**src/rtl/full_adder_16bit_pkg.sv**
```systemverilog
// Shared helpers for the full_adder_16bit slice.
//   signed_overflow : two's-complement overflow from the carries into and
//                     out of the most significant bit position.
package full_adder_16bit_pkg;

  // Signed overflow is the disagreement between the carry entering the MSB
  // and the carry leaving it. It equals the sign-rule form
  // (a[msb]==b[msb] && sum[msb]!=a[msb]).
  function automatic logic signed_overflow(input logic carry_into_msb,
                                           input logic carry_out_msb);
    return carry_into_msb ^ carry_out_msb;
  endfunction

endpackage

```
**src/rtl/full_adder_1bit.sv**
```systemverilog
// One-bit full-adder cell, purely combinational.
//   a, b : operand bits
//   cin  : carry into this bit position
//   sum  : a ^ b ^ cin
//   cout : carry out, (a & b) | (cin & (a ^ b))
module full_adder_1bit (
  input  logic a,
  input  logic b,
  input  logic cin,
  output logic sum,
  output logic cout
);

  logic half;

  always_comb begin
    half = a ^ b;
    sum  = half ^ cin;
    cout = (a & b) | (cin & half);
  end

endmodule

```
**src/rtl/full_adder_16bit.sv**
```systemverilog
// Registered ripple-carry adder, {cout,sum} = a + b + cin.
//   clk      : rising-edge clock for all state
//   rst_n    : synchronous active-low reset; clears sum, cout, overflow
//   a, b     : WIDTH-bit operands (unsigned or two's-complement)
//   cin      : carry-in
//   sum      : registered low WIDTH bits of the result
//   cout     : registered unsigned carry-out (bit WIDTH of the result)
//   overflow : registered two's-complement signed overflow flag
// Latency is one cycle, and a new operation is accepted every cycle.
module full_adder_16bit
  import full_adder_16bit_pkg::*;
#(
  parameter int unsigned WIDTH = 16
) (
  input  logic             clk,
  input  logic             rst_n,
  input  logic [WIDTH-1:0] a,
  input  logic [WIDTH-1:0] b,
  input  logic             cin,
  output logic [WIDTH-1:0] sum,
  output logic             cout,
  output logic             overflow
);

  // carry[i] enters bit i; carry[WIDTH] is the unsigned carry-out.
  logic [WIDTH:0]   carry;
  logic [WIDTH-1:0] sum_comb;

  assign carry[0] = cin;

  for (genvar i = 0; i < WIDTH; i++) begin : g_cell
    full_adder_1bit u_cell (
      .a    (a[i]),
      .b    (b[i]),
      .cin  (carry[i]),
      .sum  (sum_comb[i]),
      .cout (carry[i+1])
    );
  end

  always_ff @(posedge clk) begin
    if (!rst_n) begin
      sum      <= '0;
      cout     <= 1'b0;
      overflow <= 1'b0;
    end else begin
      sum      <= sum_comb;
      cout     <= carry[WIDTH];
      overflow <= signed_overflow(carry[WIDTH-1], carry[WIDTH]);
    end
  end

endmodule

```
**config.mk**
```make
export PLATFORM = sky130hd
export DESIGN_NAME = full_adder_16bit
export DESIGN_NICKNAME = d
export VERILOG_FILES = /design/src/rtl/full_adder_16bit_pkg.sv /design/src/rtl/full_adder_1bit.sv /design/src/rtl/full_adder_16bit.sv
export SDC_FILE = /design/constraint.sdc
export NUM_CORES = 1
export LEC_CHECK = 0
export ABC_AREA = 0
export BUFFER_PORTS_ARGS = -buffer_cell sky130_fd_sc_hd__buf_2
export CAP_MARGIN = 20
export CELL_PAD_IN_SITES_DETAIL_PLACEMENT = 1
export CELL_PAD_IN_SITES_GLOBAL_PLACEMENT = 1
export CORE_MARGIN = 2
export CORE_UTILIZATION = 27
export CTS_BUF_LIST = sky130_fd_sc_hd__clkbuf_16
export CTS_CLUSTER_SIZE = 8
export DETAILED_ROUTE_END_ITERATION = 8
export PLACE_DENSITY = 0.76
export SYNTH_ARGS = -nofsm -noshare
export SYNTH_HDL_FRONTEND = slang
export SYNTH_SLANG_ARGS = --single-unit
```
**constraint.sdc**
```tcl
create_clock -name clk -period 6.5 [get_ports clk]
set_clock_uncertainty 0.2 [all_clocks]
set_input_delay 0.65 -clock clk [delete_from_list [all_inputs] [get_ports clk]]
set_output_delay 0.65 -clock clk [all_outputs]
set_load 0.005 [all_outputs]
```
==> After elaboration in Yosys (flattened, before gate mapping) <==
Index checks and enable logic that the tools add are counted.
{ "classes": {"n_bitwise": 81} }
{ "ops": {"columns": ["cell", "n"], "rows": [
  ["$xor A1 B1 Y1", 33],
  ["$and A1 B1 Y1", 32],
  ["$or A1 B1 Y1", 16]
]} }
{ "totals": {"regBits": 18, "in_bits": 35, "output_inout_bits": 18, "wordCells": 84} }

==> Logic depth before layout (Yosys ltp) <==
{ "depth": {"depth_word": 34, "depth_mapped": 21, "mapped_depth_nobuf": 21} }

==> Cells and area by module <==
From an unflattened synthesis, not the netlist that was laid out.
{ "unflattened": {"hier_cells": 54, "hier_area_um2": 830.8} }
{ "modules_own_cells": {"columns": ["mod", "instances", "cells_per_inst", "area_per_inst_um2", "seq_area_each_um2"], "rows": [
  ["full_adder_16bit", 1, 38, 510.5, 360.3],
  ["full_adder_1bit", 16, 1, 20.0, 0.0]
]} }

==> Worst setup path after synthesis <==
Ideal clock, no wire load.
{ "synth_path": {"path_type": "in2reg", "start": "input a[0]", "end": "register sum[15]", "setup_time_ns": 0.065, "arrival_time_ns": 6.809, "required_ns": 6.235, "slack_ns": -0.574, "stages": 20, "n_path_buf": 0, "cell_sequence": "fa_1 -> fa_1 -> fa_1 -> fa_1 -> fa_1 -> fa_1 -> fa_1 -> fa_1 -> fa_1 -> fa_1 -> fa_1 -> fa_1 -> fa_1 -> inv_1 -> fa_1 -> inv_1 -> fa_1 -> inv_1 -> fa_1 -> nor2b_1"} }
{ "synth_between": {"elab_chain_len": 32, "word_cells_on_any_way": 33, "classes_between": "bitwise: 33"} }
{ "synth_lines": {"columns": ["item", "line_no", "rtl"], "rows": [
  ["start, declared", "full_adder_16bit.sv:17", "input logic [WIDTH-1:0] a,"],
  ["$xor A1 B1 Y1", "full_adder_1bit.sv:17", "half = a ^ b;"],
  ["$and A1 B1 Y1", "full_adder_1bit.sv:19", "cout = (a & b) | (cin & half);"],
  ["$or A1 B1 Y1 *", "full_adder_1bit.sv:19", null],
  ["$and A1 B1 Y1 *", "full_adder_1bit.sv:19", null],
  ["$or A1 B1 Y1 *", "full_adder_1bit.sv:19", null],
  ["$and A1 B1 Y1 *", "full_adder_1bit.sv:19", null],
  ["$or A1 B1 Y1 *", "full_adder_1bit.sv:19", null],
  ["$and A1 B1 Y1 *", "full_adder_1bit.sv:19", null],
  ["(+16 left out)", null, null],
  ["$or A1 B1 Y1 *", "full_adder_1bit.sv:19", null],
  ["$and A1 B1 Y1 *", "full_adder_1bit.sv:19", null],
  ["$or A1 B1 Y1 *", "full_adder_1bit.sv:19", null],
  ["$and A1 B1 Y1 *", "full_adder_1bit.sv:19", null],
  ["$or A1 B1 Y1 *", "full_adder_1bit.sv:19", null],
  ["$and A1 B1 Y1 *", "full_adder_1bit.sv:19", null],
  ["$or A1 B1 Y1 *", "full_adder_1bit.sv:19", null],
  ["$xor A1 B1 Y1 *", "full_adder_1bit.sv:18", "sum = half ^ cin;"],
  ["end signal, assigned", "full_adder_16bit.sv:47", "sum <= sum_comb;"],
  ["end, declared", "full_adder_16bit.sv:20", "output logic [WIDTH-1:0] sum,"]
]} }
Every way passes the cells marked *; elsewhere a longest branch is shown, timed or not.
A chain may end at the register's enable or synchronous reset.

==> Worst setup path after layout <==
Same ends and word-level chain as after synthesis.

==> metrics <==
outcome=finished, violations left; violated checks=negative setup slack; initial antenna violation count=0; Starting Density=27.96%; Routed Antenna Nets=0; Die W=59.76 um; XOR/XNOR share of the synthesized area=1.043%; io pins=53; Reg clk slew, reported paths=0.05 ns; Unique masters post-synth=7; First-pass DRT Iterations=2; Yosys reg bits=18; Placed Cells=146; first-pass GRT wire length=2.904 mm; drt wl/cell=12.36 um; layout cell share with drive strength beyond 1=64.66%; ANT cells=0; cell taking the most area after synthesis=dfxtp_1; Pwr Density=248.4 nW/um^2; core area=3003 um^2; Max Root-Sink Buffers=2; Synth Cell Area=839.6 um^2; post-synthesis mux area share=0%; P&R area growth vs syn=50.37%; Max Slew Vio Count=0; Hold Crit Class=in2reg; Die ar.=3571 um^2; Finished Layout Cells=149; area of the multi-input gates=481.7 um^2; Worst setup EP type=flop; RSZ-0062 raised after global routing=true; syn nets=112; DRT iter0 DRCs=2; Post-CTS Hold Buffers=0; Sum Neg Setup Slack=-0.09089 ns; post-synthesis simple-gate area fraction=13.41%; crit path launch type=primary input; commonest non-fill, non-tap cells in the layout=buf_2, dfxtp_1, fa_2; Slew @ Worst Pin=0.2174 ns; Design Power=0.0003136 W; final setup violation count=2; Critical Path RT=6.48 ns; DRC=0; CTS H-Tree Depth=1; routability congestion estimate=0.6096; P_leak=0.6010 nW; Final WS setup=-0.06284 ns; Post-Route WL=1.841 mm; Fill cells=347; Area contributors post-synth=dfxtp_1, fa_1, and2_1; maximum fanout along the worst path=2; largest family of logic cells by synthesized area=adder cells; gr ovfl total=0; port buffer count=52; DR vias=617; final net count=169; Post-Syn Area per Cell=13.76 um^2; Synth Area in Adders=38.15%; CTS buffer count=3; peak supply drop=0.00008250 V; Final Hold Violating Endpoints=0; # Max-Cap Violations=0; Gate Count Post-Synth=61; CTS root buf=clkbuf_16; post-synthesis compound-gate area fraction=0%; period utilization=101.0%; top achievable clock speed=152.4 MHz; TritonCTS clock tree=done; vias in the first global route=666; DP HPWL=1.613 mm; largest net degree at the start of global routing=19; top cell type's share of synthesized area=42.92%; row count=20; commonest non-fill, non-tap cell in the layout=buf_2; CP Class=in2reg; final worst path period need=6.563 ns; Die Y=59.76 um; Total Routing Usage GR=11.88%; normalized max-slew margin=85.51%; synthesis warning total=0; register area=360.3 um^2; CTS Sinks=18; sequential area share after synthesis=42.92%; Worst Path Arrival=6.55 ns; Via density=4.141
-- layer usage --
metal	track usage [%]	part of all wire (%)
met4	8.571	2.3
met5	0	0
met3	3.247	12
met1	10.70	32
met2	22.20	54
-- layout make-up --
class,count,area share (%)
clock buffer,3,5.946
inverter,7,2.081
multi-input combinational,35,38.16
sequential,18,28.54
tap,33,3.271
timing repair buffer,53,22.00
-- sequential cells by signal, summed over array words and instances, names as in the netlist --
signal / flops
sum: 16
overflow: 1
cout: 1
-- timing repair --
| item | CTS | global route |
|---|---|---|
| endpoints found under the setup margin | 3 | 3 |
| buffers inserted | 0 | 0 |
| pin swaps | 1 | 1 |
| gates cloned | 0 | 0 |
| gates resized for setup | 7 | 1 |
-- metrics by stage --
| stage | utilization [%] | instance area [um^2] | worst slack (ns) | hold WS (ns) |
|---|---|---|---|---|
| 6_report | 42.04 | 1262 | -0.06284 | 0.5763 |
| 3_5_place_dp | 38.96 | 1170 | -0.4064 | 0.8267 |
| 4_1_cts | 41.92 | 1259 | -0.09775 | 0.5856 |
| 5_1_grt | 42.04 | 1262 | -0.2136 | 0.6033 |
| 3_3_place_gp | 38.96 | 1170 | -0.2974 | 0.8264 |
| 2_1_floorplan | - | 872.1 | -0.05109 | 0.5717 |
-- where the power goes --
part | internal, W | total, W | switching, W | leakage, nW
Clock | 0.0000807 | 0.000118 | 0.0000368 | 0.0370
Combinational | 0.0000383 | 0.0000682 | 0.0000300 | 0.414
Sequential | 0.000125 | 0.000128 | 0.00000304 | 0.150
Total | 0.000244 | 0.000314 | 0.0000698 | 0.601
-- synth_stat cells --
| cell | instances |
|---|---|
| xnor2_1 | 1 |
| fa_1 | 16 |
| and2_1 | 15 |
| dfxtp_1 | 18 |
| buf_6 | 1 |
| inv_1 | 7 |
| nor2b_1 | 3 |
-- worst max-delay path: stages --
cell     delay (ns)
buf_6          0.09
fa_2           0.39
fa_2           0.37
fa_2           0.35
fa_2           0.36
fa_2           0.35
fa_2           0.35
fa_2           0.34
fa_2           0.35
fa_2           0.35
fa_2           0.34
fa_2           0.34
fa_2           0.34
fa_2           0.34
inv_2          0.06
fa_2           0.18
inv_2          0.04
fa_2           0.36
inv_2          0.07
fa_2           0.42
nor2b_1        0.10
-- worst paths after layout --
check / slack [ns] / from / endpoint / cells past startpoint
worst max-delay path: -0.06 / a[0] / sum[15] / 21
worst min-delay path: 0.58 / rst_n / sum[15] / 2
-- kinds of logic (layout without fill, tap and decap cells) --
kind of cell | count (synthesis) | in the layout
adder cells (fa/ha/maj) | 16 | 16
buffers and inverters | 8 | 63
flip-flops | 18 | 18
XOR/XNOR | 1 | 1
AND/OR/NAND/NOR | 18 | 18
Note: power is estimated with default switching activity, not from simulation.
